**src/rtl/multi_cycle_adder_ctrl_if.sv**
```systemverilog
// Handshake and operand/result bundle for the limb-serial adder sequencer.
// The master side issues operations; the slave side is the sequencer.
interface multi_cycle_adder_ctrl_if #(
    parameter int WIDTH = 16,
    parameter int LIMBS = 4
);
    localparam int N = WIDTH * LIMBS;

    logic         start;
    logic         sub;
    logic         cin;
    logic         abort;
    logic [N-1:0] a;
    logic [N-1:0] b;
    logic         ready;
    logic         busy;
    logic         done;
    logic [N-1:0] sum;
    logic         cout;
    logic         overflow;

    modport master (
        output start, sub, cin, abort, a, b,
        input  ready, busy, done, sum, cout, overflow
    );

    modport slave (
        input  start, sub, cin, abort, a, b,
        output ready, busy, done, sum, cout, overflow
    );
endinterface

```
**src/rtl/multi_cycle_adder_ctrl.sv**
```systemverilog
// Limb-serial N-bit add/subtract: one WIDTH-bit ripple adder is reused over
// LIMBS cycles, least-significant limb first, with the carry held in a
// register between limbs. Results stay put until the next accepted start.

// Plain WIDTH-bit ripple-carry adder; the carry walks bit by bit.
module ripple_carry_adder #(
    parameter int width = 16
) (
    input  logic [width-1:0] a,
    input  logic [width-1:0] b,
    input  logic             cin,
    output logic [width-1:0] sum,
    output logic             cout
);
    // Carry chain evaluated LSB to MSB through a local running carry.
    always_comb begin
        logic c;
        c    = cin;
        sum  = '0;
        for (int i = 0; i < width; i++) begin
            sum[i] = a[i] ^ b[i] ^ c;
            c      = (a[i] & b[i]) | (c & (a[i] ^ b[i]));
        end
        cout = c;
    end
endmodule

module multi_cycle_adder_ctrl #(
    parameter int WIDTH = 16,
    parameter int LIMBS = 4
) (
    input  logic                    clk,
    input  logic                    rst_n,
    multi_cycle_adder_ctrl_if.slave bus
);
    localparam int N  = WIDTH * LIMBS;
    localparam int IW = ($clog2(LIMBS) < 1) ? 1 : $clog2(LIMBS);
    localparam logic [IW-1:0] LAST_IDX = IW'(LIMBS - 1);

    typedef enum logic [1:0] {
        IDLE = 2'd0,
        RUN  = 2'd1,
        DONE = 2'd2
    } state_t;

    state_t        state_reg;
    logic [N-1:0]  a_reg;
    logic [N-1:0]  b_reg;
    logic [N-1:0]  sum_reg;
    logic          carry_reg;
    logic          cout_reg;
    logic          overflow_reg;
    logic          done_reg;
    logic [IW-1:0] idx_reg;

    // Limb views of the captured operands so the adder input is a simple mux.
    logic [WIDTH-1:0] a_limb [LIMBS];
    logic [WIDTH-1:0] b_limb [LIMBS];

    generate
        for (genvar gi = 0; gi < LIMBS; gi++) begin : g_limb
            assign a_limb[gi] = a_reg[gi*WIDTH +: WIDTH];
            assign b_limb[gi] = b_reg[gi*WIDTH +: WIDTH];
        end
    endgenerate

    logic [WIDTH-1:0] limb_sum;
    logic             limb_cout;
    logic             final_overflow;

    ripple_carry_adder #(
        .width(WIDTH)
    ) u_adder (
        .a    (a_limb[idx_reg]),
        .b    (b_limb[idx_reg]),
        .cin  (carry_reg),
        .sum  (limb_sum),
        .cout (limb_cout)
    );

    // b_reg already holds ~b in subtract mode, so this covers both modes.
    // Only meaningful on the last limb, where limb_sum MSB is sum[N-1].
    assign final_overflow = (a_reg[N-1] == b_reg[N-1]) &&
                            (limb_sum[WIDTH-1] != a_reg[N-1]);

    // Sequencer: capture on accept, one limb per RUN cycle, one DONE cycle.
    always_ff @(posedge clk or negedge rst_n) begin
        if (!rst_n) begin
            state_reg    <= IDLE;
            a_reg        <= '0;
            b_reg        <= '0;
            sum_reg      <= '0;
            carry_reg    <= 1'b0;
            cout_reg     <= 1'b0;
            overflow_reg <= 1'b0;
            done_reg     <= 1'b0;
            idx_reg      <= '0;
        end else begin
            case (state_reg)
                IDLE: begin
                    done_reg <= 1'b0;
                    if (bus.start) begin
                        a_reg     <= bus.a;
                        b_reg     <= bus.sub ? ~bus.b : bus.b;
                        carry_reg <= bus.sub | bus.cin;
                        idx_reg   <= '0;
                        sum_reg   <= '0;
                        state_reg <= RUN;
                    end
                end
                RUN: begin
                    if (bus.abort) begin
                        state_reg    <= IDLE;
                        sum_reg      <= '0;
                        cout_reg     <= 1'b0;
                        overflow_reg <= 1'b0;
                        idx_reg      <= '0;
                    end else begin
                        sum_reg[idx_reg*WIDTH +: WIDTH] <= limb_sum;
                        carry_reg <= limb_cout;
                        if (idx_reg == LAST_IDX) begin
                            // idx stays at the last limb rather than wrapping.
                            state_reg    <= DONE;
                            done_reg     <= 1'b1;
                            cout_reg     <= limb_cout;
                            overflow_reg <= final_overflow;
                        end else begin
                            idx_reg <= idx_reg + 1'b1;
                        end
                    end
                end
                DONE: begin
                    done_reg  <= 1'b0;
                    state_reg <= IDLE;
                end
                default: begin
                    state_reg <= IDLE;
                    done_reg  <= 1'b0;
                end
            endcase
        end
    end

    assign bus.ready    = (state_reg == IDLE);
    assign bus.busy     = (state_reg == RUN);
    assign bus.done     = done_reg;
    assign bus.sum      = sum_reg;
    assign bus.cout     = cout_reg;
    assign bus.overflow = overflow_reg;
endmodule

```
**src/flat_wrapper.sv**
```systemverilog
// flat-port wrapper written by rule: the top's interface ports become plain ports
module multi_cycle_adder_ctrl_flat 
#(
    parameter int WIDTH = 16,
    parameter int LIMBS = 4
)
  (clk, rst_n, bus_start, bus_sub, bus_cin, bus_abort, bus_a, bus_b, bus_ready, bus_busy, bus_done, bus_sum, bus_cout, bus_overflow);
  multi_cycle_adder_ctrl_if #(.WIDTH(WIDTH), .LIMBS(LIMBS)) bus_i ();
  input  logic clk;
  input  logic rst_n;
  input wire logic [$bits(bus_i.start)-1:0] bus_start;
  input wire logic [$bits(bus_i.sub)-1:0] bus_sub;
  input wire logic [$bits(bus_i.cin)-1:0] bus_cin;
  input wire logic [$bits(bus_i.abort)-1:0] bus_abort;
  input wire logic [$bits(bus_i.a)-1:0] bus_a;
  input wire logic [$bits(bus_i.b)-1:0] bus_b;
  output wire logic [$bits(bus_i.ready)-1:0] bus_ready;
  output wire logic [$bits(bus_i.busy)-1:0] bus_busy;
  output wire logic [$bits(bus_i.done)-1:0] bus_done;
  output wire logic [$bits(bus_i.sum)-1:0] bus_sum;
  output wire logic [$bits(bus_i.cout)-1:0] bus_cout;
  output wire logic [$bits(bus_i.overflow)-1:0] bus_overflow;
  assign bus_i.start = bus_start;
  assign bus_i.sub = bus_sub;
  assign bus_i.cin = bus_cin;
  assign bus_i.abort = bus_abort;
  assign bus_i.a = bus_a;
  assign bus_i.b = bus_b;
  assign bus_ready = bus_i.ready;
  assign bus_busy = bus_i.busy;
  assign bus_done = bus_i.done;
  assign bus_sum = bus_i.sum;
  assign bus_cout = bus_i.cout;
  assign bus_overflow = bus_i.overflow;
  multi_cycle_adder_ctrl #(.WIDTH(WIDTH), .LIMBS(LIMBS)) u_core (.clk(clk), .rst_n(rst_n), .bus(bus_i));
endmodule
```
**config.mk**
```make
export PLATFORM = sky130hd
export DESIGN_NAME = multi_cycle_adder_ctrl_flat
export DESIGN_NICKNAME = d
export VERILOG_FILES = /design/src/rtl/multi_cycle_adder_ctrl_if.sv /design/src/rtl/multi_cycle_adder_ctrl.sv /design/src/flat_wrapper.sv
export SDC_FILE = /design/constraint.sdc
export NUM_CORES = 1
export LEC_CHECK = 0
export ABC_AREA = 1
export BUFFER_PORTS_ARGS = -buffer_cell sky130_fd_sc_hd__buf_2
export CORE_ASPECT_RATIO = 0.9
export CORE_MARGIN = 3
export CORE_UTILIZATION = 25
export CTS_CLUSTER_SIZE = 16
export DETAILED_ROUTE_END_ITERATION = 8
export GPL_TIMING_DRIVEN = 0
export PLACE_DENSITY_LB_ADDON = 0.12
export RECOVER_POWER = 100
export SETUP_SLACK_MARGIN = 0.15
export SYNTH_ARGS = -nofsm -noshare
export SYNTH_HDL_FRONTEND = slang
export SYNTH_SLANG_ARGS = --single-unit
export TNS_END_PERCENT = 10
```
**constraint.sdc**
```tcl
create_clock -name clk -period 8.99 [get_ports clk]
set_input_delay 1.3485 -clock clk [delete_from_list [all_inputs] [get_ports clk]]
set_output_delay 1.3485 -clock clk [all_outputs]
set_load 0.1 [all_outputs]
```
**Yosys cells after proc, flatten, opt, wreduce, memory -nomap -nowiden**

Index checks and enable logic that the tools add are counted.

- Register bits after elaboration: 200
- Word-level logic and storage cells: 146

- Add/sub/neg operators: 2
- Order comparisons: 1
- Equality and inequality tests: 9
- Shift-type cells: 2
- Multiplexer cells: 29
- Bitwise logic cells: 83
- Reductions and logical operators: 11

Operator list:

| kind | number |
|---|---|
| 64-bit two-way mux | 3 |
| 64-bit case mux with 2 select lines | 1 |
| 16-bit binary-select mux with 2-bit select | 2 |
| 64-bit bitwise mux | 1 |
| 16-bit two-way mux | 4 |
| 64-bit NOT | 1 |
| 16-bit by 34-bit variable shift with 64-bit output, first input constant | 1 |
| 16-bit by 34-bit variable part select with 64-bit output | 1 |
| 6-bit negator with 34-bit output | 1 |
| 1-bit bitwise AND | 32 |
| 1-bit XOR | 32 |
| 1-bit bitwise OR | 17 |
| 2-bit two-way mux | 6 |
| 2-bit AND reduction | 5 |
| 1-bit two-way mux | 9 |
| 2-bit case mux with 2 select lines | 2 |
| 3-bit AND reduction | 2 |
| 2-bit != test, second input constant | 2 |
| 2-bit nonzero test | 2 |
| 3-bit >= comparator, second input constant | 1 |
| 3-bit by 2-bit != test with 1-bit output, second input constant | 1 |
| 3-bit != test, second input constant | 1 |
| 2-bit NOT with 3-bit output | 1 |
| 2-bit by 1-bit adder with 2-bit output, second input constant | 1 |
| other kinds (8) | 8 |

**Longest topological paths before layout**

- Word-level depth: 40
- Gate-level depth with buffers: 28
- Mapped depth without buffers: 26

**By module**

From an unflattened synthesis, not the netlist that was laid out.

- Cell total of the unflattened synthesis: 1172
- Area total of the unflattened synthesis: 9836.9 um^2

By module, submodules not included:

| module | instances | cells an instance | area each (um^2) | sequential area each (um^2) |
|---|---|---|---|---|
| multi_cycle_adder_ctrl | 1 | 1146 | 9479.1 | 5004.8 |
| ripple_carry_adder | 1 | 26 | 357.8 | 0.0 |

**Worst setup path before layout**

No wires, ideal clock.

- Kind: register to register
- From: register u_core.idx_reg[0]
- To: register u_core.sum_reg[31], in the netlist u_core.bus.sum[31]
- Arrival time: 7559 ps
- Slack: 1364 ps
- Cell stages (with the launch flop): 28
- Period minus slack after synthesis: 7626 ps
- Path through: dfrtp_1 -> buf_4 -> inv_2 -> clkbuf_1 -> nor2_1 -> nor2_1 -> a21oi_1 -> fa_1 -> fa_1 -> fa_1 -> fa_1 -> fa_1 -> fa_1 -> fa_1 -> fa_1 -> fa_1 -> fa_1 -> fa_1 -> fa_1 -> fa_1 -> inv_1 -> fa_1 -> inv_1 -> fa_1 -> fa_1 -> nor3_1 -> nand3_1 -> nand2_1

- Word-level cells in the longest chain between the ends: 40

Ends and longest elaborated chain:

| item | line | source |
|---|---|---|
| start, declared | multi_cycle_adder_ctrl.sv:54 | `logic [IW-1:0] idx_reg;` |
| start signal, assigned | multi_cycle_adder_ctrl.sv:128 | `idx_reg <= idx_reg + 1'b1;` |
| 2-bit NOT with 3-bit output (not written as such) | multi_cycle_adder_ctrl.sv:74, multi_cycle_adder_ctrl.sv:75 |  |
| 16-bit binary-select mux with 2-bit select (on tied branches) | multi_cycle_adder_ctrl.sv:74, multi_cycle_adder_ctrl.sv:75 |  |
| 16-bit two-way mux (on tied branches) (2 in a row) | multi_cycle_adder_ctrl.sv:74, multi_cycle_adder_ctrl.sv:75 |  |
| 1-bit XOR | multi_cycle_adder_ctrl.sv:21, multi_cycle_adder_ctrl.sv:22 |  |
| 1-bit bitwise AND | multi_cycle_adder_ctrl.sv:22 | `c = (a[i] & b[i]) \| (c & (a[i] ^ b[i]));` |
| 1-bit bitwise OR | multi_cycle_adder_ctrl.sv:22 |  |
| 1-bit bitwise AND | multi_cycle_adder_ctrl.sv:22 |  |
| 1-bit bitwise OR | multi_cycle_adder_ctrl.sv:22 |  |
| (+23 left out) | n/a |  |
| 1-bit bitwise OR | multi_cycle_adder_ctrl.sv:22 |  |
| 1-bit bitwise AND | multi_cycle_adder_ctrl.sv:22 |  |
| 1-bit bitwise OR | multi_cycle_adder_ctrl.sv:22 |  |
| 1-bit XOR | multi_cycle_adder_ctrl.sv:21 | `sum[i] = a[i] ^ b[i] ^ c;` |
| 16-bit by 34-bit variable part select with 64-bit output | multi_cycle_adder_ctrl.sv:119 | `sum_reg[idx_reg*WIDTH +: WIDTH] <= limb_sum;` |
| 64-bit bitwise mux (*) | multi_cycle_adder_ctrl.sv:119 |  |
| 64-bit two-way mux (*) | multi_cycle_adder_ctrl.sv:112 | `if (bus.abort) begin` |
| 64-bit case mux with 2 select lines (*) | multi_cycle_adder_ctrl.sv:99 | `case (state_reg)` |
| end signal, assigned by index | multi_cycle_adder_ctrl.sv:119 |  |
| end, declared | multi_cycle_adder_ctrl.sv:49 | `logic [N-1:0] sum_reg;` |

Mark *: on every way between the ends. The rest lies on a longest branch, timed or not. The select of a mux whose other input is x is not followed.
A chain may end at the register's enable or synchronous reset.

**Worst setup path in the final report**

Ends and elaborated chain as after synthesis.

==> reports/results.txt <==
diodes inserted: 0
Syn Inst Count: 1,169
grt ovf: 0
CTS tree: built
number of synthesis warnings: 0
worst hold path class: reg2reg
Via density: 4.42
Mapped Avg Cell Area: 8.32 sq um
Worst Setup End Kind: flip-flop
R2R Path Start: u_core.idx_reg[0]
synthesized area: 9730 sq um
Critical path origin: u_core.idx_reg[0]
post-route ant nets: 0
number of global-route vias before repair: 8,772
CTS H-tree lvls: 4
first-pass GRT wire length: 53.9 mm
clk_lat worst skew: 0.46 ns
Final Worst Setup Slack: 0.456 ns
syn nets: 1,323
IO Count: 203
First-pass DRT Iterations: 5
initial drt markers: 580
routed len/inst: 18.8 um
failing checks: max-capacitance violations, max-slew violations
P_leak: 5.80 nW
HPWL after detailed placement: 27.8 mm
Setup violations, final: 0
Synth area leaders: dfrtp_1, nand2_1, o21ai_0
flops & latches, synth: 200
Worst EP arrival: 8.92 ns
Worst Hold Launch: u_core.bus.sum[35]
CTS root buffer: clkbuf_16
worst-margin pin slew: 5.35 ns
largest net degree at the start of global routing: 110
final core utilization: 0.314
max-cap violations: 1
dpl ws: 0.156 ns
Max Slew Vio Count: 110
TritonCTS Buffers: 17
CORE AREA: 37,800 sq um
endpoints failing hold: 0
DIE HEIGHT: 193 um
status: finished, violations left
post-synth top area share: 0.514
delay-heaviest family, CP: adder cells
Peak Freq: 117 MHz
Buffers & Inverters on Critical Path: 4
post-synth cell types: 22
overall power: 3.29 mW
most used cell, CP: fa_1
Slew headroom: -2.57
CTS clk-pin slew, worst paths: 0.07 ns
slowest stage delay, CP: 0.57 ns
die span in x: 214 um
power density cells: 277 nW/um^2
Vias: 8,489
Worst Skew: 0.0178 ns
CTS max path bufs: 2
initial antenna violation count: 0
Worst Path Class, Setup: reg2reg
most frequent cells in the layout: nand2_1, dfrtp_1, o21ai_0
Startpoint Class: flip-flop
RSZ-0062 raised after global routing: false
most common cell after layout, fill and taps aside: nand2_1
Routed WL: 36.1 mm
Initial Util: 0.257
CP required: 9.38 ns
proportion of layout cells with a drive suffix above 1: 0.148
fraction of the cycle the final worst path needs: 0.949
filler cell count: 4,234
Area Growth Syn to Fin: 22.1%
global placement routability congestion: 0.867
biggest area consumer among synthesized cells: dfrtp_1
slowest CP cell: dfrtp_1
nets@finish: 1,545
Setup Fix Bufs, Post-CTS: 0
setup TNS: 0 ns
die area: 41,300 sq um
Total GRT Usage: 0.175
critical-path maximum fanout: 10
peak supply drop: 0.189 mV
CTS Sinks: 200
DRC viols: 0
site row count: 67
count of input and output buffers: 201
minimum clock period: 8.53 ns
register area share after synthesis: 0.514
[worst paths after layout]
path,endpoint,slack [ns],cells after the start
min in group asynchronous,u_core.bus.sum[58],0.88,1
hold reg to reg,u_core.bus.sum[35],0.47,2
setup / recovery,u_core.bus.sum[31],0.46,26
hold / removal,u_core.bus.sum[35],0.47,2
max in group asynchronous,u_core.b_reg[17],2.28,2
setup reg to reg,u_core.bus.sum[31],0.46,26
[per-stage QoR]
step	cell area [sq um]	hold WS, ns	std cells
2_1_floorplan	9730	0.444	1169
3_3_place_gp	11400	0.449	1887
3_5_place_dp	11400	0.455	1889
4_1_cts	12000	0.474	1921
5_1_grt	11900	0.499	1921
6_report	11900	0.473	1921
[cell type report]
class	count	area, sq um	share of cell area
repair buffers	203	955	0.0803
well taps	517	647	0.0544
plain buffers	72	335	0.0282
flip-flops and latches	200	5000	0.421
clock buffers	18	429	0.0361
clock inverters	14	135	0.0114
multi-input cells	840	4160	0.350
inverters	57	214	0.0180
[layer usage]
layer,vias up,share of wire,GRT usage
met5,-,0,0
met3,21,0.042,0.0284
met1,4121,0.46,0.232
li1,4147,-,-
met2,200,0.49,0.303
met4,0,0.013,0.0417
[synth_stat cells]
| cell type | n |
|---|---|
| nor2_4 | 4 |
| a21oi_1 | 32 |
| clkbuf_1 | 30 |
| nor2_2 | 1 |
| fa_1 | 16 |
| nand2_1 | 404 |
| nand2_4 | 1 |
| buf_4 | 6 |
| buf_6 | 2 |
| o21ai_0 | 152 |
| inv_2 | 4 |
| dfrtp_1 | 200 |
| o22ai_1 | 2 |
| xnor2_1 | 64 |
| o21ai_2 | 1 |
| nand3_1 | 66 |
| buf_2 | 34 |
| nand2_2 | 5 |
| ha_1 | 4 |
| nor3_1 | 15 |
| nor2_1 | 73 |
| inv_1 | 53 |
[repair_timing]
| action | CTS | global route |
|---|---|---|
| pin swaps | 0 | 0 |
| gates resized for setup | 1 | 8 |
| hold buffers | 0 | 0 |
| endpoints found under the hold margin | 0 | 0 |
| setup endpoints to repair | 1 | 5 |
[cell families after synthesis]
family,after synthesis,share of synthesized area
AOI/OAI and AO/OA,187,0.0968
xor gates and xnor gates,64,0.0576
adders and majority gates,20,0.0381
buffers and inverters,129,0.0580
DFF,200,0.514
and+or+nand+nor,569,0.235
[report_power, final]
part | switching (mW) | internal (mW) | total (mW)
sequential | 0.111 | 1.07 | 1.19
clock | 0.406 | 0.368 | 0.774
combinational | 0.988 | 0.345 | 1.33
[worst reg2reg max path, stage by stage, from the launching register on]
cell and delay [ns]:
dfrtp_1 0.57, buf_4 0.29, clkbuf_2 0.32, o21ai_0 0.14, nor2_1 0.12, a21oi_1 0.10, fa_1 0.45, fa_1 0.39
fa_1 0.39, fa_1 0.39, fa_1 0.39, fa_1 0.39, fa_1 0.43, fa_1 0.43, fa_1 0.42, fa_1 0.41
fa_1 0.41, fa_1 0.40, fa_1 0.37, inv_1 0.08, fa_1 0.16, inv_1 0.05, fa_1 0.39, fa_1 0.57
nor3_2 0.27, nand3_1 0.11, nand2_1 0.08
Power figures use the tool's default switching activity.
